<file path="config.mk">
export PLATFORM = sky130hd
export DESIGN_NAME = vector_writeback
export DESIGN_NICKNAME = d
export VERILOG_FILES = /design/src/rtl/vector_writeback_pkg.sv /design/src/rtl/vector_writeback.sv
export SDC_FILE = /design/constraint.sdc
export NUM_CORES = 1
export LEC_CHECK = 0
export CORE_MARGIN = 2
export CORE_UTILIZATION = 47
export CTS_CLUSTER_SIZE = 12
export DETAILED_ROUTE_END_ITERATION = 12
export PLACE_DENSITY = 0.81
export SETUP_SLACK_MARGIN = 0.15
export SKIP_LAST_GASP = 1
export SLEW_MARGIN = 20
export SYNTH_ARGS = -nofsm -noshare
export SYNTH_HDL_FRONTEND = slang
export SYNTH_SLANG_ARGS = --single-unit
</file>
<file path="constraint.sdc">
create_clock -name clk -period 2.91 [get_ports clk]
set_input_delay 0.4365 -clock clk [delete_from_list [all_inputs] [get_ports clk]]
set_output_delay 0.4365 -clock clk [all_outputs]
set_load 0.05 [all_outputs]
</file>
<file path="src/rtl/vector_writeback_pkg.sv">
// Shared vector-unit definitions.
//   VLEN / EA_W / VL_W : register geometry (64 elements, 6-bit address, 7-bit VL)
//   wb_state_t         : write-back sequencer state encoding
//   reg_onehot()       : destination register number -> one-hot reservation mask
package vector_writeback_pkg;

  localparam int VLEN = 64;
  localparam int EA_W = 6;
  localparam int VL_W = 7;
  localparam int NREG = 8;

  typedef enum logic [1:0] {
    ST_IDLE  = 2'd0,
    ST_WAIT  = 2'd1,
    ST_WRITE = 2'd2
  } wb_state_t;

  function automatic logic [NREG-1:0] reg_onehot(input logic [2:0] r);
    return NREG'(1) << r;
  endfunction

endpackage

</file>
<file path="src/rtl/vector_writeback.sv">
// Vector result write-back sequencer.
// Captures one element per clock from a functional unit, LATENCY cycles after
// issue, and writes elements 0..vl_eff-1 into the destination V register.
// Ports:
//   clk, rst           clock, synchronous active-high reset
//   i_start/i_vl/i_i   issue pulse, vector length, destination register
//   i_result           element result stream
//   o_wr_en/reg/addr/data  V register file write port (registered)
//   o_vreg_busy        one-hot reservation of the destination register
//   o_chain_count      elements of the current operation already written
//   o_busy, o_done     operation in progress / final-write pulse
module vector_writeback
  import vector_writeback_pkg::*;
#(
  parameter int LATENCY = 3
) (
  input  logic             clk,
  input  logic             rst,
  input  logic             i_start,
  input  logic [VL_W-1:0]  i_vl,
  input  logic [2:0]       i_i,
  input  logic [63:0]      i_result,
  output logic             o_wr_en,
  output logic [2:0]       o_wr_reg,
  output logic [EA_W-1:0]  o_wr_addr,
  output logic [63:0]      o_wr_data,
  output logic [NREG-1:0]  o_vreg_busy,
  output logic [VL_W-1:0]  o_chain_count,
  output logic             o_busy,
  output logic             o_done
);

  wb_state_t       state;
  logic [3:0]      dly_cnt;
  logic [VL_W-1:0] vl_q;

  logic [VL_W-1:0] vl_eff;
  logic [VL_W-1:0] addr_ext;
  logic            last_elem;
  logic            next_last;

  assign vl_eff    = (i_vl > VL_W'(VLEN)) ? VL_W'(VLEN) : i_vl;
  assign addr_ext  = {1'b0, o_wr_addr};
  // o_wr_addr doubles as the element counter: it names the element on the port now.
  assign last_elem = (addr_ext == vl_q - VL_W'(1));
  // The element captured this cycle (addr+1) will be the final one.
  assign next_last = (addr_ext + VL_W'(1) == vl_q - VL_W'(1));

  always_ff @(posedge clk) begin
    if (rst) begin
      state         <= ST_IDLE;
      dly_cnt       <= '0;
      vl_q          <= '0;
      o_wr_en       <= 1'b0;
      o_wr_reg      <= '0;
      o_wr_addr     <= '0;
      o_wr_data     <= '0;
      o_vreg_busy   <= '0;
      o_chain_count <= '0;
      o_busy        <= 1'b0;
      o_done        <= 1'b0;
    end else begin
      o_done <= 1'b0;
      // Chain count trails the write port by one cycle.
      if (o_wr_en) o_chain_count <= o_chain_count + VL_W'(1);

      case (state)
        ST_IDLE: begin
          if (i_start) begin
            vl_q          <= vl_eff;
            dly_cnt       <= 4'(LATENCY);
            o_wr_addr     <= '0;
            o_chain_count <= '0;
            // Zero-length ops are accepted but produce nothing and reserve nothing.
            if (vl_eff != '0) begin
              state       <= ST_WAIT;
              o_busy      <= 1'b1;
              o_wr_reg    <= i_i;
              o_vreg_busy <= reg_onehot(i_i);
            end
          end
        end

        ST_WAIT: begin
          if (dly_cnt == 4'd1) begin
            o_wr_en   <= 1'b1;
            o_wr_addr <= '0;
            o_wr_data <= i_result;
            o_done    <= (vl_q == VL_W'(1));
            state     <= ST_WRITE;
          end else begin
            dly_cnt <= dly_cnt - 4'd1;
          end
        end

        ST_WRITE: begin
          if (last_elem) begin
            o_wr_en     <= 1'b0;
            o_busy      <= 1'b0;
            o_wr_reg    <= '0;
            o_vreg_busy <= '0;
            state       <= ST_IDLE;
          end else begin
            o_wr_addr <= o_wr_addr + EA_W'(1);
            o_wr_data <= i_result;
            o_done    <= next_last;
          end
        end

        default: state <= ST_IDLE;
      endcase
    end
  end

endmodule

</file>
==> impl_metrics.json, run 1 <==
{
  "grt_max_degree": 91,
  "cts_buffers": 9,
  "synth-async-reset-ratio_pct": 0,
  "postCtsHoldBufs": 0,
  "setup-tns-final_ns": 0,
  "io_pins": 168,
  "vias_per_cell": 5.12,
  "cts_setup_buffers": 0,
  "grt_overflow_total": 0,
  "maxSlewViolCount": 0,
  "post-route-period-util_pct": 88.8,
  "ys_ff_latch": 104,
  "wl_per_cell_um": 14.7,
  "h-tree-depth": 3,
  "cts_root_buf": "clkbuf_8",
  "syn_to_final_growth_pct": 37.2,
  "fin_nets": 791,
  "fin_skew_ns": 0.0108,
  "drive_above_1_share_pct": 3.81,
  "largest_reg_flops": 64,
  "die_w_um": 109,
  "synth_enable_flop_cells": 0,
  "die_y_um": 109,
  "crit_arrival_ns": 2.88,
  "whs_path_depth": 2,
  "ir_worst_vdd_uv": 510,
  "core-area_um2": 10800,
  "finalPower_uw": 6390,
  "crit_path_end_kind": "register",
  "instances_no_fill": 848,
  "clk_latency_ns": 0.36,
  "ff2ff_path_depth": 9,
  "synthFlopType": "dfxtp_1",
  "dr.pass1.iters": 4,
  "gp_congestion": 0.834,
  "vias": 4343,
  "worstPathRequired_ns": 3.20,
  "rows": 38,
  "crit_fanout": 39,
  "min-delay-start": "o_vreg_busy[4]$_SDFFE_PP0P_",
  "n_antenna_cell": 0,
  "drt_iter0_drc": 212,
  "p_leak_uw": 0.00255,
  "portBuffers": 167,
  "p_clk_share_pct": 14.2,
  "cts_buffer_depth": 2,
  "drc": 0,
  "grt.total_usage_pct": 20.6,
  "largestRegisters": "o_wr_data: 64 flops, o_vreg_busy: 8 flops",
  "status": "finished clean",
  "ys_seq_area_share_pct": 40.1,
  "ys_warn_count": 0,
  "final_hold_viol_count": 0,
  "rsz0062_at_grt": "false",
  "ctsResizeCount": 0,
  "clock_sinks": 104,
  "seq_area_um2": 2080,
  "setup_viol": 0,
  "drv_cap": 0,
  "power.density_nw_per_um2": 896,
  "routed_wl_um": 12500,
  "fin_hold_ws_ns": 0.474,
  "die-area_um2": 11900,
  "hold_class": "register to register",
  "intPower_uw": 3530,
  "clkTransAtPathRegs_ns": 0.10,
  "syn_nets": 644,
  "place_hpwl_um": 9060,
  "switching_power_uw": 2860,
  "r2r_start": "vl_q[0]$_SDFFE_PP0P_",
  "fillCellCount": 879,
  "ant_nets": 0,
  "timing.fmax_mhz": 387,
  "grt_pass1_wl_um": 19800,
  "power_frac_comb_pct": 54.2,
  "worstSetupPathType": "register to register",
  "relSlewSlack_pct": 51.9,
  "seqPwrFrac_pct": 31.5,
  "antenna_found_initial": 0,
  "multiInputGateArea_um2": 2890,
  "synth_cell_types": 56,
  "grt_pass1_vias": 4184,
  "regMostFlops": "o_wr_data",
  "syn_area_per_cell_um2": 9.33,
  "p_sw_share_pct": 44.7,
  "start_kind": "register",
  "dp_cells": 833,
  "cts_tree": "yes",
  "syn_inst": 557,
  "synth_area_um2": 5200,
  "fin_crit_ns": 2.59,
  "worst_pin_slew_ns": 0.722,
  "start_util_pct": 48.1,
  "crit_start": "vl_q[0]$_SDFFE_PP0P_"
}
[critical path: stages, from the launching register on]
cell	delay (ns)
dfxtp_1	0.38
inv_1	0.08
ha_1	0.18
nor3b_1	0.55
a211o_1	0.17
nand2_1	0.13
o211ai_4	0.27
o211a_4	0.24
buf_12	0.27
mux2i_1	0.24
[metrics by stage]
| step | worst slack, ns | cell area [um^2] | util (%) |
|---|---|---|---|
| 3_3_place_gp | 0.424 | 6930 | 64.2 |
| 5_1_grt | 0.176 | 7130 | 66.0 |
| 2_1_floorplan | 0.219 | 5200 | - |
| 3_5_place_dp | 0.336 | 6930 | 64.2 |
| 6_report | 0.325 | 7130 | 66.0 |
| 4_1_cts | 0.317 | 7130 | 66.0 |
[kinds of logic after synthesis]
logic type               count (synthesis)  share of synthesized area, %
multiplexers                            67                          12.9
AO/OA/AOI/OAI                           61                          8.72
buffers and inverters                   49                          4.55
AND/OR/NAND/NOR                        244                          27.4
XOR/XNOR                                22                          4.00
adder cells (fa/ha/maj)                 10                          2.41
flip-flops                             104                          40.1
[cell usage after synthesis (4+ instances only)]
| cell type | count | share of area, % |
|---|---|---|
| mux2i_1 | 67 | 13 |
| nor3_1 | 5 | 0.48 |
| nand2_1 | 25 | 1.8 |
| nor2_1 | 24 | 1.7 |
| xor2_1 | 10 | 1.7 |
| clkbuf_1 | 25 | 1.8 |
| nand4_1 | 5 | 0.60 |
| a311oi_1 | 5 | 0.84 |
| o31ai_1 | 4 | 0.58 |
| dfxtp_1 | 104 | 40 |
| o21ai_0 | 7 | 0.67 |
| buf_6 | 7 | 1.5 |
| nand3_1 | 11 | 1.1 |
| inv_1 | 14 | 1.0 |
| a31oi_1 | 5 | 0.60 |
| nor3b_1 | 11 | 1.6 |
| ha_1 | 10 | 2.4 |
| a21oi_1 | 15 | 1.4 |
| nand2b_1 | 139 | 17 |
| xnor2_1 | 11 | 1.9 |
| or3_1 | 5 | 0.60 |
[layout by cell type (no fill, tap or decap), types with 4 or more instances in the layout]
cell	count
nor3b_1	11
clkbuf_8	10
or3_1	5
mux2i_1	67
nand4_1	5
clkdlybuf4s50_1	166
ha_1	10
a31oi_1	5
o31ai_1	4
a21oi_1	15
o21ai_0	7
nand2_1	25
nor2_1	24
xnor2_1	11
inv_1	14
nor3_1	5
nand3_1	11
xor2_1	10
dfxtp_1	104
nand2b_1	139
a311oi_1	5
[power by group through the flow]
stage	Clock (uW)	Combinational (uW)	Sequential, uW
6_report	910	3460	2020
5_1_grt	996	3670	2060
4_1_cts	938	3480	2020
3_5_place_dp	0	3470	2050
3_3_place_gp	0	3400	2030
2_1_floorplan	0	1490	3060
[final cells by class]
cell class                      instances  share of cell area, %
Multi-Input combinational cell        404                   40.5
Sequential cell                       104                   29.2
Timing Repair Buffer                  171                   24.4
Tap cell                              140                   2.46
Clock buffer                           11                   1.98
Clock inverter                          4                  0.772
Inverter                               14                  0.737
[routing by layer]
metal  GRT usage (%)  routed length, um  share of wire, %  up-vias
met5               0                  0                 0        -
met4            5.86                231               1.9        0
met3            4.30                825               6.6       21
met2            34.2               5790                46      137
met1            27.0               5630                45     2010
li1                -                  -                 -     2175
[final timing paths]
path	endpoint	slack, ns
min reg2reg	o_vreg_busy[4]$_SDFFE_PP0P_	0.47
max reg2reg	o_wr_data[41]$_SDFFE_PP0P_	0.32
max	o_wr_data[41]$_SDFFE_PP0P_	0.32
min	o_vreg_busy[4]$_SDFFE_PP0P_	0.47
No activity file was read; power rests on OpenSTA's default activity.
==> run 2, diff against run 1 <==
--- a/config.mk
+++ b/config.mk
@@ -5,14 +5,16 @@
 export SDC_FILE = /design/constraint.sdc
 export NUM_CORES = 1
 export LEC_CHECK = 0
+export ABC_AREA = 1
 export CORE_MARGIN = 2
-export CORE_UTILIZATION = 47
+export CORE_UTILIZATION = 45
 export CTS_CLUSTER_SIZE = 12
 export DETAILED_ROUTE_END_ITERATION = 12
 export PLACE_DENSITY = 0.81
-export SETUP_SLACK_MARGIN = 0.15
+export SETUP_SLACK_MARGIN = 0.5
 export SKIP_LAST_GASP = 1
 export SLEW_MARGIN = 20
 export SYNTH_ARGS = -nofsm -noshare
 export SYNTH_HDL_FRONTEND = slang
 export SYNTH_SLANG_ARGS = --single-unit
+export TNS_END_PERCENT = 20
==> impl_metrics.json, run 2 <==
{
  "status": "finished clean",
  "clk_latency_ns": 0.36,
  "ff2ff_path_depth": 10,
  "cp-endpoint": "o_wr_data[23]$_SDFFE_PP0P_",
  "drc": 0,
  "antenna_found_initial": 0,
  "ir_worst_vdd_uv": 524,
  "die_w_um": 105,
  "worstSetupPathType": "register to register",
  "rows": 36,
  "worst_pin_slew_ns": 0.556,
  "final_cell_mix": "167 x nor2_1, 166 x clkdlybuf4s50_1, 104 x dfxtp_1",
  "ys_top_cells_by_count": "167 x nor2_1, 104 x dfxtp_1, 76 x nand2_1",
  "largest_reg_flops": 64,
  "crit_path_end_kind": "register",
  "vias": 4504,
  "drive_above_1_share_pct": 4.31,
  "post-route-period-util_pct": 78.1,
  "synth_top_family_by_area": "simple AND/OR/NAND/NOR gates",
  "grt.total_usage_pct": 22.2,
  "synth-compound-area-share_pct": 16.0,
  "place_hpwl_um": 9180,
  "syn_nets": 687,
  "hold_class": "input port to register",
  "layout_commonest_cell": "nor2_1",
  "ant_nets": 0,
  "wl_per_cell_um": 14.6,
  "relSlewSlack_pct": 62.8,
  "synth.most_common_cell": "nor2_1",
  "regMostFlops": "o_wr_data",
  "crit_start": "state[1]$_SDFFE_PP0P_",
  "synth_top_cell_by_area": "dfxtp_1",
  "cts_buffers": 9,
  "vias_per_cell": 5.01,
  "syn_area_per_cell_um2": 7.60,
  "fin_crit_ns": 2.27,
  "synth_area_um2": 4560,
  "synth.area.mux_share_pct": 0,
  "postCtsHoldBufs": 0,
  "r2r_start": "state[1]$_SDFFE_PP0P_",
  "power.density_nw_per_um2": 1030,
  "fin_nets": 848,
  "cp_num_cells": 10,
  "maxSlewViolCount": 0,
  "synth_enable_flop_cells": 0,
  "fin_hold_ws_ns": 0.368,
  "p_leak_uw": 0.00250,
  "start_kind": "register",
  "rr_endpoint": "o_wr_data[23]$_SDFFE_PP0P_",
  "synth_cell_types": 29,
  "synth_area_leaders": "dfxtp_1 46%, nor2_1 14%, o21bai_1 11%",
  "ys_seq_area_share_pct": 45.7,
  "syn_to_final_growth_pct": 44.3,
  "cpMostUsedCell": "inv_1",
  "crit_fanout": 32,
  "largestRegisters": "o_wr_data: 64 flops, o_vreg_busy: 8 flops",
  "crit_arrival_ns": 2.54,
  "setup_viol": 0,
  "power_frac_comb_pct": 54.7,
  "cp_top_family": "buffers and inverters",
  "synth-async-reset-ratio_pct": 0,
  "clock_sinks": 104,
  "portBuffers": 167,
  "die_y_um": 105,
  "gp_congestion": 0.888,
  "grt_pass1_wl_um": 19900,
  "p_sw_share_pct": 47.4,
  "postLayoutCoreUtil_pct": 67.0,
  "synth_xor_area_share_pct": 1.92,
  "seqPwrFrac_pct": 30.5,
  "ys_warn_count": 0,
  "switching_power_uw": 3220,
  "p_clk_share_pct": 14.8,
  "intPower_uw": 3560,
  "rsz0062_at_grt": "false",
  "ys_ff_latch": 104,
  "final_hold_viol_count": 0,
  "grt_overflow_total": 0,
  "drv_cap": 0,
  "crit_chain": "inv_1 > ha_1 > inv_1 > nor2_1 > inv_1 > o21ai_1 > nand2_8 > clkbuf_16 > o21bai_1 > nor2_1",
  "synth_top_area_share_pct": 45.7,
  "start_util_pct": 46.4,
  "fin_skew_ns": 0.00892,
  "fillCellCount": 840,
  "grt_pass1_vias": 4191,
  "die-area_um2": 11000,
  "timing.fmax_mhz": 440,
  "setup-tns-final_ns": 0,
  "dr.pass1.iters": 4,
  "drt_iter0_drc": 153,
  "path_buf_inv": 4,
  "syn_inst": 600,
  "cts_root_buf": "clkbuf_8",
  "grt_max_degree": 65,
  "post_synth_fa_ha_maj_area_fraction_pct": 2.74,
  "io_pins": 168,
  "synthFlopType": "dfxtp_1",
  "n_antenna_cell": 0,
  "core-area_um2": 9820,
  "synth-simple-area-share_pct": 26.5,
  "slowest_delay_ns": 0.35,
  "cts_buffer_depth": 2,
  "worstPathRequired_ns": 3.18,
  "clkTransAtPathRegs_ns": 0.10,
  "h-tree-depth": 3,
  "routed_wl_um": 13100,
  "cts_tree": "yes",
  "rrSetupSlack_ns": 0.64,
  "slowest_stage": "dfxtp_1"
}
[run 2: cell count changes in the layout (fill, tap and decap cells not counted), moves of 6 or more]
| cell | change |
|---|---|
| nor2_1 | +143 |
| nand2b_1 | -139 |
| mux2i_1 | -67 |
| o21bai_1 | +63 |
| nand2_1 | +49 |
| inv_1 | +28 |
| nand3_1 | +21 |
| a21oi_1 | +12 |
| nor3b_1 | -11 |
| xnor2_1 | -6 |
[run 2: cell families (layout without fill, tap and decap cells)]
| family | Yosys count | after routing |
|---|---|---|
| adder cells (fa/ha/maj) | 10 | 10 |
| XOR/XNOR | 10 | 10 |
| flip-flops | 104 | 104 |
| AO/OA/AOI/OAI | 110 | 110 |
| buffers and inverters | 70 | 236 |
| AND/OR/NAND/NOR | 296 | 296 |
[run 2: power by group through the flow]
stage          registers, uW  clock network (uW)  logic (uW)
2_1_floorplan           3320                   0        1300
3_3_place_gp            2080                   0        3490
3_5_place_dp            2100                   0        3580
4_1_cts                 2070                1020        3580
5_1_grt                 2120                1080        3950
6_report                2070                1000        3710
[run 2: repair_timing]
action / in CTS / in global routing
gates resized for setup: 2 / 11
gates cloned: 0 / 3
pin swaps: 0 / 1
setup buffers: 0 / 1
endpoints found under the setup margin: 64 / 76
[run 2: worst reg2reg max path: cells and delay by family (launching register included)]
kind                     cells  cell delay, ns
flip-flops                   1            0.35
AO/OA/AOI/OAI                2            0.48
adder cells (fa/ha/maj)      1            0.32
buffers and inverters        4            0.56
AND/OR/NAND/NOR              3            0.47
[run 2: area by class of cell]
type | instances | area, um^2 | area share, %
Timing Repair inverter | 2 | 17.5 | 0.266
Timing Repair Buffer | 173 | 1740 | 26.5
Clock inverter | 5 | 80.1 | 1.22
Tap cell | 133 | 166 | 2.53
Clock buffer | 11 | 141 | 2.15
Sequential cell | 104 | 2080 | 31.6
Multi-Input combinational cell | 426 | 2170 | 33.0
Inverter | 45 | 181 | 2.76
[run 2: worst min-delay path by stage]
stage	end	cells after the start	from
floorplan	dly_cnt[0]$_SDFFE_PP0P_	1	dly_cnt[0]$_SDFFE_PP0P_
global placement	o_wr_reg[2]$_SDFFE_PP0P_	2	o_wr_reg[2]$_SDFFE_PP0P_
detailed placement	o_wr_reg[2]$_SDFFE_PP0P_	2	o_wr_reg[2]$_SDFFE_PP0P_
CTS	o_wr_en$_SDFFE_PP0P_	2	rst
global route	o_wr_en$_SDFFE_PP0P_	2	rst
finish	o_wr_en$_SDFFE_PP0P_	2	rst
[run 2: per-stage QoR]
step	instance area [um^2]	cells	setup WS (ns)	total power [uW]
after CTS	6490	895	0.569	6670
after global placement	6270	879	0.479	5570
after floorplan	4560	600	0.921	4620
after detailed placement	6270	879	0.354	5680
after global routing	6580	899	0.495	7140
final	6580	899	0.637	6780
[run 2: layer usage]
metal	share of wire [%]	wire (um)	up-vias	global-route usage, %
met2	49	6370	148	39.3
met1	44	5770	2082	27.2
li1	-	-	2258	-
met5	0	0	-	0
met4	1.2	154	0	5.43
met3	6.1	805	16	5.30
==> run 3, diff against run 2 <==
==> constraint.sdc (replaced) <==
create_clock -name clk -period 2.15 [get_ports clk]
set_input_delay 0.3225 -clock clk [delete_from_list [all_inputs] [get_ports clk]]
set_output_delay 0.3225 -clock clk [all_outputs]
set_load 0.05 [all_outputs]
==> impl_metrics.json, run 3 (synthesis results as in run 2) <==
{
  "start_kind": "register",
  "clock_sinks": 104,
  "power.density_nw_per_um2": 1390,
  "seqPwrFrac_pct": 29.4,
  "vias_per_cell": 5.19,
  "die_y_um": 105,
  "drive_above_1_share_pct": 11.5,
  "die_w_um": 105,
  "crit_arrival_ns": 2.35,
  "antenna_found_initial": 0,
  "final_hold_viol_count": 0,
  "ir_worst_vdd_uv": 730,
  "portBuffers": 167,
  "drc": 0,
  "io_pins": 168,
  "power_frac_comb_pct": 58.9,
  "grt_pass1_wl_um": 22100,
  "min-delay-start": "rst",
  "layout_commonest_cell": "clkdlybuf4s50_1",
  "crit_fanout": 8,
  "rrSetupSlack_ns": 0.1,
  "dp_worst_setup_slack_ns": 0.0858,
  "maxSlewViolCount": 0,
  "core-area_um2": 9820,
  "cts_root_buf": "clkbuf_8",
  "p_sw_share_pct": 48.0,
  "worstSetupPathType": "register to register",
  "cts_buffer_depth": 2,
  "cts_buffers": 9,
  "fin_crit_ns": 2.05,
  "crit_chain": "inv_4 > ha_4 > xnor2_2 > nor2_1 > nand3_2 > nor2_4 > nand4_4 > nand2_8 > buf_12 > clkbuf_16 > o21bai_1 > nor2_1",
  "p_clk_share_pct": 11.6,
  "intPower_uw": 5020,
  "slowest_stage": "dfxtp_4",
  "regMostFlops": "o_wr_data",
  "grt_pass1_vias": 4543,
  "dpl-instance-area_um2": 6370,
  "r2r_start": "vl_q[1]$_SDFFE_PP0P_",
  "rsz0062_at_grt": "true",
  "place_hpwl_um": 9690,
  "start_util_pct": 46.4,
  "largest_reg_flops": 64,
  "routed_wl_um": 14800,
  "crit_start": "vl_q[1]$_SDFFE_PP0P_",
  "fin_ws_ns": 0.0978,
  "die-area_um2": 11000,
  "worst_pin_slew_ns": 0.576,
  "hold_class": "input port to register",
  "status": "finished clean",
  "ant_nets": 0,
  "crit_path_end_kind": "register",
  "grt_overflow_total": 0,
  "clkTransAtPathRegs_ns": 0.09,
  "drt_iter0_drc": 212,
  "fin_nets": 865,
  "grt.total_usage_pct": 24.7,
  "wl_per_cell_um": 16.2,
  "gp_congestion": 0.868,
  "final_cell_mix": "162 x clkdlybuf4s50_1, 143 x nor2_1, 96 x dfxtp_1",
  "cts_tree": "yes",
  "clk_latency_ns": 0.37,
  "path_buf_inv": 3,
  "cp_top_family": "simple AND/OR/NAND/NOR gates",
  "drv_cap": 0,
  "grt_max_degree": 64,
  "syn_to_final_growth_pct": 52.5,
  "cpMostUsedCell": "nor2_1",
  "switching_power_uw": 4620,
  "setup_viol": 0,
  "fin_hold_ws_ns": 0.230,
  "dr.pass1.iters": 4,
  "postCtsHoldBufs": 0,
  "final_cell_area_um2": 6960,
  "worstPathRequired_ns": 2.45,
  "rows": 36,
  "largestRegisters": "o_wr_data: 64 flops, o_vreg_busy: 8 flops",
  "vias": 4746,
  "timing.fmax_mhz": 487,
  "fin_skew_ns": 0.00914,
  "relSlewSlack_pct": 61.5,
  "h-tree-depth": 3,
  "post-route-period-util_pct": 95.4,
  "p_leak_uw": 0.00268,
  "n_antenna_cell": 0,
  "slowest_delay_ns": 0.38
}
==> run 3: cell types whose count changed in the layout (fill, tap and decap cells not counted), moves of 4 or more <==
cell,before,now
dlygate4sd2_1,0,4
clkdlybuf4s50_1,166,162
buf_4,4,12
nor2_1,167,143
buf_6,0,4
dfxtp_2,0,6
nor2_2,1,22
dfxtp_1,104,96
==> run 3: routing by layer <==
layer / wire [um] / part of all wire, % / global-route usage [%]
met1: 5880 / 40 / 29.3
met2: 7600 / 51 / 44.6
met3: 1070 / 7.2 / 5.05
met4: 252 / 1.7 / 7.43
met5: 0 / 0 / 0
==> run 3: what timing repair did <==
action,in CTS,in global routing
setup endpoints to repair,180,192
gates cloned,2,7
gates resized for setup,23,33
pin swaps,3,15
setup buffers,4,2
==> run 3: layout make-up <==
cell class	instances	area [um^2]
clock inverter	3	17.5
fill	760	2860
sequential	104	2100
multi-input combinational	426	2310
inverter	45	186
clock buffer	12	155
tap	133	166
timing repair buffer	192	2020
==> run 3: power groups by stage <==
stage / combinational, uW / clock [uW] / sequential [uW]
floorplan: 1790 / 0 / 4490
global placement: 4850 / 0 / 2820
detailed placement: 4970 / 0 / 2840
CTS: 5240 / 1140 / 2810
global route: 6010 / 1230 / 2900
finish: 5680 / 1120 / 2840
==> run 3: metrics by stage <==
| stage | TNS, ns | cells | utilization, % | power (uW) |
|---|---|---|---|---|
| floorplan | 0 | 600 | - | 6280 |
| global placement | 0 | 885 | 64.9 | 7660 |
| detailed placement | 0 | 885 | 64.9 | 7810 |
| CTS | 0 | 906 | 68.1 | 9190 |
| global route | -0.0416 | 915 | 70.8 | 10100 |
| finish | 0 | 915 | 70.8 | 9640 |
==> run 3: worst paths after layout <==
check / end / depth (start not counted)
setup / recovery: o_wr_data[0]$_SDFFE_PP0P_ / 12
hold / removal: o_wr_en$_SDFFE_PP0P_ / 2
setup reg to reg: o_wr_data[0]$_SDFFE_PP0P_ / 12
hold reg to reg: o_vreg_busy[1]$_SDFFE_PP0P_ / 2
